$ cat src/rtl/s_axil_regbank.sv
// s_axil_regbank: AXI4-Lite slave register bank with N_RW byte-strobed
// control registers at word 0.., and N_RO status registers at RO_BASE...
// It generates per-register write and read pulses.
// It returns SLVERR for writes to status registers and DECERR for unmapped
// words.
// Optional feature macro: S_AXIL_REGBANK_SNAPSHOT_EN. When it is defined, a
// read of word RO_BASE freezes every status input into a shadow bank, and
// later reads of the other status words return that coherent copy.
//
// Write FSM states:
//   state      | meaning
//   WR_IDLE    | waiting for AW and W; both readys high
//   WR_HAVE_AW | address latched, waiting for W data
//   WR_HAVE_W  | data latched, waiting for AW address
//   WR_RESP    | write executed, bvalid high until bready
module s_axil_regbank #(
  parameter int DATA_WIDTH = 32,
  parameter int ADDR_WIDTH = 10,
  parameter int N_RW       = 4,
  parameter int N_RO       = 16,
  parameter int RO_BASE    = 16,
  localparam int STRB_W    = DATA_WIDTH / 8,
  localparam int BYTE_SH   = $clog2(STRB_W),
  localparam int AW        = ADDR_WIDTH + BYTE_SH
) (
  input  logic                         axi_clock,
  input  logic                         rst,
  output logic [N_RW*DATA_WIDTH-1:0]   rw_regs,
  output logic [N_RW-1:0]              wr_pulse,
  input  logic [N_RO*DATA_WIDTH-1:0]   ro_regs,
  output logic [N_RO-1:0]              rd_pulse,
  input  logic [AW-1:0]                s_axil_awaddr,
  input  logic [2:0]                   s_axil_awprot,
  input  logic                         s_axil_awvalid,
  output logic                         s_axil_awready,
  input  logic [DATA_WIDTH-1:0]        s_axil_wdata,
  input  logic [STRB_W-1:0]            s_axil_wstrb,
  input  logic                         s_axil_wvalid,
  output logic                         s_axil_wready,
  output logic [1:0]                   s_axil_bresp,
  output logic                         s_axil_bvalid,
  input  logic                         s_axil_bready,
  input  logic [AW-1:0]                s_axil_araddr,
  input  logic [2:0]                   s_axil_arprot,
  input  logic                         s_axil_arvalid,
  output logic                         s_axil_arready,
  output logic [DATA_WIDTH-1:0]        s_axil_rdata,
  output logic [1:0]                   s_axil_rresp,
  output logic                         s_axil_rvalid,
  input  logic                         s_axil_rready
);

  localparam logic [1:0] RESP_OKAY   = 2'b00;
  localparam logic [1:0] RESP_SLVERR = 2'b10;
  localparam logic [1:0] RESP_DECERR = 2'b11;

  typedef enum logic [1:0] {WR_IDLE, WR_HAVE_AW, WR_HAVE_W, WR_RESP} wr_state_e;

  wr_state_e                    wr_state_q, wr_state_d;
  logic [ADDR_WIDTH-1:0]        aw_word_q, aw_word_d;
  logic [DATA_WIDTH-1:0]        wdata_q, wdata_d;
  logic [STRB_W-1:0]            wstrb_q, wstrb_d;
  logic                         awready_q, awready_d;
  logic                         wready_q, wready_d;
  logic                         bvalid_q, bvalid_d;
  logic [1:0]                   bresp_q, bresp_d;
  logic [N_RW*DATA_WIDTH-1:0]   rw_q, rw_d;
  logic [N_RW-1:0]              wr_pulse_q, wr_pulse_d;
  logic [N_RO*DATA_WIDTH-1:0]   ro_q;
  logic [DATA_WIDTH-1:0]        rdata_q, rdata_d;
  logic [1:0]                   rresp_q, rresp_d;
  logic                         rvalid_q, rvalid_d;
  logic [N_RO-1:0]              rd_pulse_q, rd_pulse_d;
`ifdef S_AXIL_REGBANK_SNAPSHOT_EN
  logic [N_RO*DATA_WIDTH-1:0]   shadow_q, shadow_d;
`endif

  logic                         aw_fire, w_fire, ar_fire, wr_exec;
  logic [31:0]                  wr_word, rd_word;
  logic [DATA_WIDTH-1:0]        rd_hit_data;
  logic [1:0]                   rd_hit_resp;
  logic [N_RO-1:0]              rd_hit_pulse;
  logic                         unused_ok;

  assign unused_ok = ^{s_axil_awprot, s_axil_arprot, s_axil_awaddr, s_axil_araddr};

  assign aw_fire = s_axil_awvalid & awready_q;
  assign w_fire  = s_axil_wvalid & wready_q;
  assign ar_fire = s_axil_arvalid & s_axil_arready;

  // The executing write uses the live beat if it handshakes now, else the latched one.
  assign wr_word = 32'(aw_fire ? s_axil_awaddr[AW-1:BYTE_SH] : aw_word_q);
  assign rd_word = 32'(s_axil_araddr[AW-1:BYTE_SH]);

  // Write FSM, byte-strobed register update and B response.
  always_comb begin
    wr_state_d = wr_state_q;
    aw_word_d  = aw_word_q;
    wdata_d    = wdata_q;
    wstrb_d    = wstrb_q;
    bvalid_d   = bvalid_q;
    bresp_d    = bresp_q;
    rw_d       = rw_q;
    wr_pulse_d = '0;
    wr_exec    = 1'b0;
    if (aw_fire) aw_word_d = s_axil_awaddr[AW-1:BYTE_SH];
    if (w_fire) begin
      wdata_d = s_axil_wdata;
      wstrb_d = s_axil_wstrb;
    end
    case (wr_state_q)
      WR_IDLE: begin
        if (aw_fire && w_fire) wr_exec = 1'b1;
        else if (aw_fire)      wr_state_d = WR_HAVE_AW;
        else if (w_fire)       wr_state_d = WR_HAVE_W;
      end
      WR_HAVE_AW: if (w_fire)  wr_exec = 1'b1;
      WR_HAVE_W:  if (aw_fire) wr_exec = 1'b1;
      WR_RESP: begin
        if (s_axil_bready) begin
          wr_state_d = WR_IDLE;
          bvalid_d   = 1'b0;
        end
      end
      default: wr_state_d = WR_IDLE;
    endcase
    if (wr_exec) begin
      wr_state_d = WR_RESP;
      bvalid_d   = 1'b1;
      bresp_d    = RESP_DECERR;
      for (int k = 0; k < N_RW; k++) begin
        if (wr_word == 32'(k)) begin
          bresp_d       = RESP_OKAY;
          wr_pulse_d[k] = 1'b1;
          for (int b = 0; b < STRB_W; b++) begin
            if (wstrb_d[b]) rw_d[k*DATA_WIDTH + b*8 +: 8] = wdata_d[b*8 +: 8];
          end
        end
      end
      if (wr_word >= 32'(RO_BASE) && wr_word < 32'(RO_BASE + N_RO)) bresp_d = RESP_SLVERR;
    end
    awready_d = (wr_state_d == WR_IDLE) || (wr_state_d == WR_HAVE_W);
    wready_d  = (wr_state_d == WR_IDLE) || (wr_state_d == WR_HAVE_AW);
  end

  // Read address decode; RW reads see the pre-write register value.
  always_comb begin
    rd_hit_data  = '0;
    rd_hit_resp  = RESP_DECERR;
    rd_hit_pulse = '0;
    for (int k = 0; k < N_RW; k++) begin
      if (rd_word == 32'(k)) begin
        rd_hit_data = rw_q[k*DATA_WIDTH +: DATA_WIDTH];
        rd_hit_resp = RESP_OKAY;
      end
    end
    for (int k = 0; k < N_RO; k++) begin
      if (rd_word == 32'(RO_BASE + k)) begin
        rd_hit_resp     = RESP_OKAY;
        rd_hit_pulse[k] = 1'b1;
`ifdef S_AXIL_REGBANK_SNAPSHOT_EN
        rd_hit_data = (k == 0) ? ro_q[k*DATA_WIDTH +: DATA_WIDTH]
                               : shadow_q[k*DATA_WIDTH +: DATA_WIDTH];
`else
        rd_hit_data = ro_q[k*DATA_WIDTH +: DATA_WIDTH];
`endif
      end
    end
  end

  // R channel: load on AR handshake, hold until rready.
  always_comb begin
    rdata_d    = rdata_q;
    rresp_d    = rresp_q;
    rvalid_d   = rvalid_q;
    rd_pulse_d = '0;
`ifdef S_AXIL_REGBANK_SNAPSHOT_EN
    shadow_d   = shadow_q;
    if (ar_fire && rd_word == 32'(RO_BASE)) shadow_d = ro_q;
`endif
    if (ar_fire) begin
      rdata_d    = rd_hit_data;
      rresp_d    = rd_hit_resp;
      rvalid_d   = 1'b1;
      rd_pulse_d = rd_hit_pulse;
    end else if (s_axil_rready) begin
      rvalid_d = 1'b0;
    end
  end

  // State registers with synchronous reset.
  always_ff @(posedge axi_clock) begin
    if (rst) begin
      wr_state_q <= WR_IDLE;
      aw_word_q  <= '0;
      wdata_q    <= '0;
      wstrb_q    <= '0;
      awready_q  <= 1'b1;
      wready_q   <= 1'b1;
      bvalid_q   <= 1'b0;
      bresp_q    <= RESP_OKAY;
      rw_q       <= '0;
      wr_pulse_q <= '0;
      ro_q       <= '0;
      rdata_q    <= '0;
      rresp_q    <= RESP_OKAY;
      rvalid_q   <= 1'b0;
      rd_pulse_q <= '0;
`ifdef S_AXIL_REGBANK_SNAPSHOT_EN
      shadow_q   <= '0;
`endif
    end else begin
      wr_state_q <= wr_state_d;
      aw_word_q  <= aw_word_d;
      wdata_q    <= wdata_d;
      wstrb_q    <= wstrb_d;
      awready_q  <= awready_d;
      wready_q   <= wready_d;
      bvalid_q   <= bvalid_d;
      bresp_q    <= bresp_d;
      rw_q       <= rw_d;
      wr_pulse_q <= wr_pulse_d;
      ro_q       <= ro_regs;
      rdata_q    <= rdata_d;
      rresp_q    <= rresp_d;
      rvalid_q   <= rvalid_d;
      rd_pulse_q <= rd_pulse_d;
`ifdef S_AXIL_REGBANK_SNAPSHOT_EN
      shadow_q   <= shadow_d;
`endif
    end
  end

  assign rw_regs        = rw_q;
  assign wr_pulse       = wr_pulse_q;
  assign rd_pulse       = rd_pulse_q;
  assign s_axil_awready = awready_q;
  assign s_axil_wready  = wready_q;
  assign s_axil_bvalid  = bvalid_q;
  assign s_axil_bresp   = bresp_q;
  assign s_axil_arready = ~rvalid_q | s_axil_rready;
  assign s_axil_rdata   = rdata_q;
  assign s_axil_rresp   = rresp_q;
  assign s_axil_rvalid  = rvalid_q;

endmodule
$ cat config.mk
export PLATFORM = sky130hd
export DESIGN_NAME = s_axil_regbank
export DESIGN_NICKNAME = d
export VERILOG_FILES = /design/src/rtl/s_axil_regbank.sv
export SDC_FILE = /design/constraint.sdc
export NUM_CORES = 1
export LEC_CHECK = 0
export CAP_MARGIN = 25
export CORE_AREA = 2 2 305 307
export CTS_BUF_LIST = sky130_fd_sc_hd__clkbuf_16
export CTS_CLUSTER_DIAMETER = 100
export CTS_CLUSTER_SIZE = 8
export DETAILED_ROUTE_END_ITERATION = 6
export DIE_AREA = 0 0 307 309
export GPL_ROUTABILITY_DRIVEN = 0
export PLACE_DENSITY = 0.63
export SLEW_MARGIN = 20
export SYNTH_ARGS = -nofsm -noshare
export SYNTH_HDL_FRONTEND = slang
export SYNTH_SLANG_ARGS = --single-unit
$ cat constraint.sdc
create_clock -name axi_clock -period 3.15 [get_ports axi_clock]
set_clock_uncertainty 0.1 [all_clocks]
set_input_delay 0.4725 -clock axi_clock [delete_from_list [all_inputs] [get_ports axi_clock]]
set_output_delay 0.4725 -clock axi_clock [all_outputs]
set_load 0.01 [all_outputs]
# Word-level counts from Yosys, hierarchy flattened
# Index checks and enable logic that the tools add are counted.
# W data, S select, Z words.
# totals
reg_bits	748
inputBits	585
word_cells	179
output_inout_bits	189
# op_classes
n_lt_le_gt_ge	2
n_bitwise	7
mux	83
n_eq_ne	27
reduce_logical	30
# op_table
cell	count
$mux W32	21
$eq A10 B5 Y1 const B	16
$logic_not A32 Y1	2
$mux W2	30
$reduce_and A3 Y1	16
$eq A10 B2 Y1 const B	4
$mux W1	28
$eq A10 B1 Y1 const B	2
$ge A10 B5 Y1 const B	1
$lt A10 B6 Y1 const B	1
$mux W10	1
$eq A2 B2 Y1 const B	3
$reduce_bool A2 Y1	3
$eq A2 B1 Y1 const B	2
$logic_not A2 Y1	2
$mux W4	1
$pmux W2 S2	1
$reduce_or A2 Y1	2
$and A1 B1 Y1	3
$not A1 Y1	3
$pmux W1 S3	1
$logic_and A1 B1 Y1	2
$logic_or A1 B1 Y1	2
$reduce_and A2 Y1	1
$or A1 B1 Y1	1

# Depth between registers and ports, before layout
# depth
ltp_word	21
ltp_mapped	11

# Worst setup path after synthesis
# No wires, ideal clock.
# synth_timing
path_kind	input -> register
start	in s_axil_araddr[7]
end	reg rdata_q[11], in the netlist s_axil_rdata[11]
path_buffers	3
required_ps	2920
t_arrival_ps	2279
path_stages	9
path_slack_ps	641
path_cell_list	or4_1 -> buf_4 -> or2_1 -> buf_6 -> buf_2 -> o21ai_1 -> nor3_1 -> a211oi_2 -> o211ai_2
# synth_between
elab_chain_cells	21
# synth_lines
element	line_no	source
from (decl)	43	input logic [AW-1:0] s_axil_araddr,
$logic_not A32 Y1	152	if (rd_word == 32'(k)) begin
$mux W32 (4 in a row)	152	
$mux W32 (15 in a row)	158	if (rd_word == 32'(RO_BASE + k)) begin
$mux W32 *	158	
to (signal assigned)	224	rdata_q <= rdata_d;
to (decl)	70	logic [DATA_WIDTH-1:0] rdata_q, rdata_d;
# Every way passes the cells marked *; elsewhere a longest branch is shown, timed or not.
# A chain may end at the register's enable or synchronous reset.

# Worst setup path in the final report
# layout_timing
start	in s_axil_araddr[11]
end	reg rdata_q[5], in the netlist s_axil_rdata[5]
# Same word-level chain as after synthesis.

==> impl_metrics.json <==
{
  "cp_slowest_cell": "or4_1",
  "fmax_mhz": 331,
  "status": "complete, no violations",
  "async_flop_share_pct": 0,
  "dr.pass1.iters": 6,
  "hp-class": "input pin to flop",
  "fin_nets": 4479,
  "syn_nets": 3566,
  "cts-hold-fix-buffers": 0,
  "setup_viol": 0,
  "clk_pin_slew_ns": 0.05,
  "grt.met1_usage_pct": 34.8,
  "synth_cell_types": 80,
  "powerDensity_nw_per_um2": 534,
  "avgViaCountPerCell": 5.15,
  "port_buffers": 763,
  "setup_slack_ns": 0.125,
  "dp.cells": 4971,
  "insertion_delay_ns": 0.68,
  "chipHeight_um": 309,
  "ys.flop_type": "dfxtp_1",
  "final_common_cell": "clkdlybuf4s50_1",
  "maxCapViolCount": 0,
  "tightest_slew_ns": 1.00,
  "drt_iter0_drc": 2325,
  "io_pins": 774,
  "place_area_um2": 40100,
  "netlist_area_um2": 29400,
  "drive_above_1_share_pct": 14.0,
  "final_util_pct": 47.0,
  "clockBufferDepth": 3,
  "min_period_over_period_pct": 96.0,
  "synth_warnings": 0,
  "rsz0062_at_grt": "false",
  "fin_tns_setup_ns": 0,
  "cp-start-kind": "input pin",
  "worst-path-buf-inv": 5,
  "ys_ff_latch": 747,
  "drc": 0,
  "slew_viol_final": 0,
  "drtAntennaViolNets": 0,
  "coreArea_um2": 91400,
  "initial_core_util_pct": 32.2,
  "most-common-layout-cells": "clkdlybuf4s50_1, dfxtp_1, nor2b_1",
  "fin_cells": 5113,
  "max_stage_delay_ns": 0.67,
  "cp.arrival_ns": 3.55,
  "cts-resized-gates": 0,
  "synthToLayoutAreaGrowth_pct": 45.7,
  "gr-total-overflow": 0,
  "cts_setup_buffers": 0,
  "grt_use_total_pct": 27.4,
  "row_count": 111,
  "first_global_vias": 25300,
  "ir_drop_mv": 0.350,
  "cp_max_fo": 8,
  "cts_tree": "built",
  "num-fill-cells": 8726,
  "fp.dieW_um": 307,
  "crit_top_cell": "buf_4",
  "hpwlAfterDp_um": 108000,
  "met2_usage_pct": 44.1,
  "endpoint_kind": "flop",
  "h-tree-depth": 3,
  "hold_violations": 0,
  "wl_per_cell_um": 26.5,
  "cts_sinks": 747,
  "power.leakage_nw": 16.5,
  "fin_area_um2": 42900,
  "cts_buffers": 103,
  "holdWs_ns": 0.170,
  "dp_slack_ns": -0.538,
  "cp.required_ns": 3.68,
  "antenna_found_initial": 59,
  "path_cells": "clkdlybuf4s50_1 -> or4_1 -> buf_4 -> buf_4 -> nor3_4 -> buf_4 -> a22oi_1 -> o21ai_0 -> buf_4 -> nor4b_1 -> or3_1",
  "synth_enable_flop_cells": 0,
  "slew-limit-headroom_pct": 33.2,
  "crit_family": "buffers and inverters",
  "final.min_clock_period_ns": 3.03,
  "vias": 26400,
  "path_class": "input pin to flop",
  "synth-seq-area-share_pct": 50.8,
  "die-area_um2": 94900,
  "netlist_instances": 2977,
  "grt_busiest_layer": "met2",
  "power_mw": 22.9,
  "grt_max_degree": 192,
  "clockRootBuffer": "clkbuf_16",
  "wirelength_um": 135000,
  "grt_use_met3_pct": 7.04,
  "grt_pass1_wl_um": 185000,
  "syn_area_per_cell_um2": 9.89
}
-- state kept, by name, indices dropped and copies added, names as in the netlist --
| register | cells |
|---|---|
| rd_pulse | 16 |
| ro_q | 512 |
| wr_pulse | 4 |
| s_axil_awready | 1 |
| s_axil_rdata | 32 |
| wstrb_q | 4 |
| s_axil_rvalid | 1 |
| wr_state_q | 2 |
| rw_regs | 128 |
| s_axil_bresp | 2 |
| wdata_q | 32 |
| s_axil_rresp | 1 |
| s_axil_wready | 1 |
| s_axil_bvalid | 1 |
| aw_word_q | 10 |
-- synthesized netlist by cell type, types with 12 or more instances --
| cell | n | share of area (%) |
|---|---|---|
| dfxtp_1 | 747 | 51 |
| nor2b_1 | 543 | 12 |
| nor2_1 | 297 | 3.8 |
| clkbuf_1 | 143 | 1.8 |
| nand2_1 | 133 | 1.7 |
| o21ai_0 | 126 | 2.1 |
| mux2i_1 | 112 | 3.8 |
| a21oi_1 | 91 | 1.5 |
| a211oi_1 | 69 | 1.8 |
| buf_2 | 56 | 0.95 |
| o211ai_1 | 47 | 1.2 |
| nor3_1 | 43 | 0.73 |
| mux2_2 | 40 | 1.5 |
| mux4_2 | 37 | 2.8 |
| a2bb2oi_1 | 36 | 1.1 |
| a22oi_1 | 29 | 0.74 |
| a221oi_1 | 27 | 0.80 |
| a21o_1 | 23 | 0.59 |
| o21a_1 | 21 | 0.54 |
| nand2b_1 | 20 | 0.43 |
| nor3_4 | 20 | 1.1 |
| o22ai_1 | 18 | 0.38 |
| or3_1 | 18 | 0.38 |
| nand3_1 | 17 | 0.29 |
| a22o_1 | 16 | 0.48 |
| buf_1 | 15 | 0.19 |
| a211oi_2 | 13 | 0.55 |
| o32ai_1 | 12 | 0.36 |
| or2_2 | 12 | 0.25 |
-- routing by layer --
metal | wire [um] | vias to the layer above
met1 | 56400 | 12800
met5 | 299 | -
li1 | - | 12200
met3 | 10100 | 273
met2 | 63200 | 1061
met4 | 5440 | 48
-- final timing paths --
check,startpoint,end,slack [ns],cells after the start
worst max register to register,s_axil_awready,rw_regs[8],0.52,7
worst min-delay path,rst,s_axil_wready,0.17,3
worst max-delay path,s_axil_araddr[11],s_axil_rdata[5],0.12,11
worst min register to register,aw_word_q[9],aw_word_q[9],0.35,2
-- worst min-delay path, cell delays in order --
cell,delay [ns]
buf_8,0.14
inv_1,0.17
nand2_1,0.12
-- report_power, final --
part	switching, mW	internal (mW)	leakage, nW
Sequential	0.220	9.94	6.17
Combinational	1.37	1.50	8.95
Clock	4.12	5.75	1.33
-- layout make-up --
class                   instances  area [um^2]  area share [%]
multi-input cells            1986        13500            31.3
repair buffers               1039        10200            23.7
flip-flops and latches        747        15000            34.9
clock buffers                 103         2580            6.01
diodes                         31         77.6           0.181
clock inverters                 8          144           0.335
inverters                      13         50.0           0.117
well taps                    1186         1480            3.46
-- cells by family (layout without fill, tap and decap cells) --
kind of cell | count (synthesis) | in the layout | synth area share [%]
compound gates | 626 | 626 | 15.2
xor+xnor | 1 | 1 | 0.0298
fa+ha+maj | 4 | 4 | 0.170
buf+inv | 244 | 1163 | 3.69
flops | 747 | 747 | 50.8
mux | 189 | 189 | 8.17
other cells | 0 | 31 | 0
simple gates | 1166 | 1166 | 21.9
No activity file was read; power rests on OpenSTA's default activity.
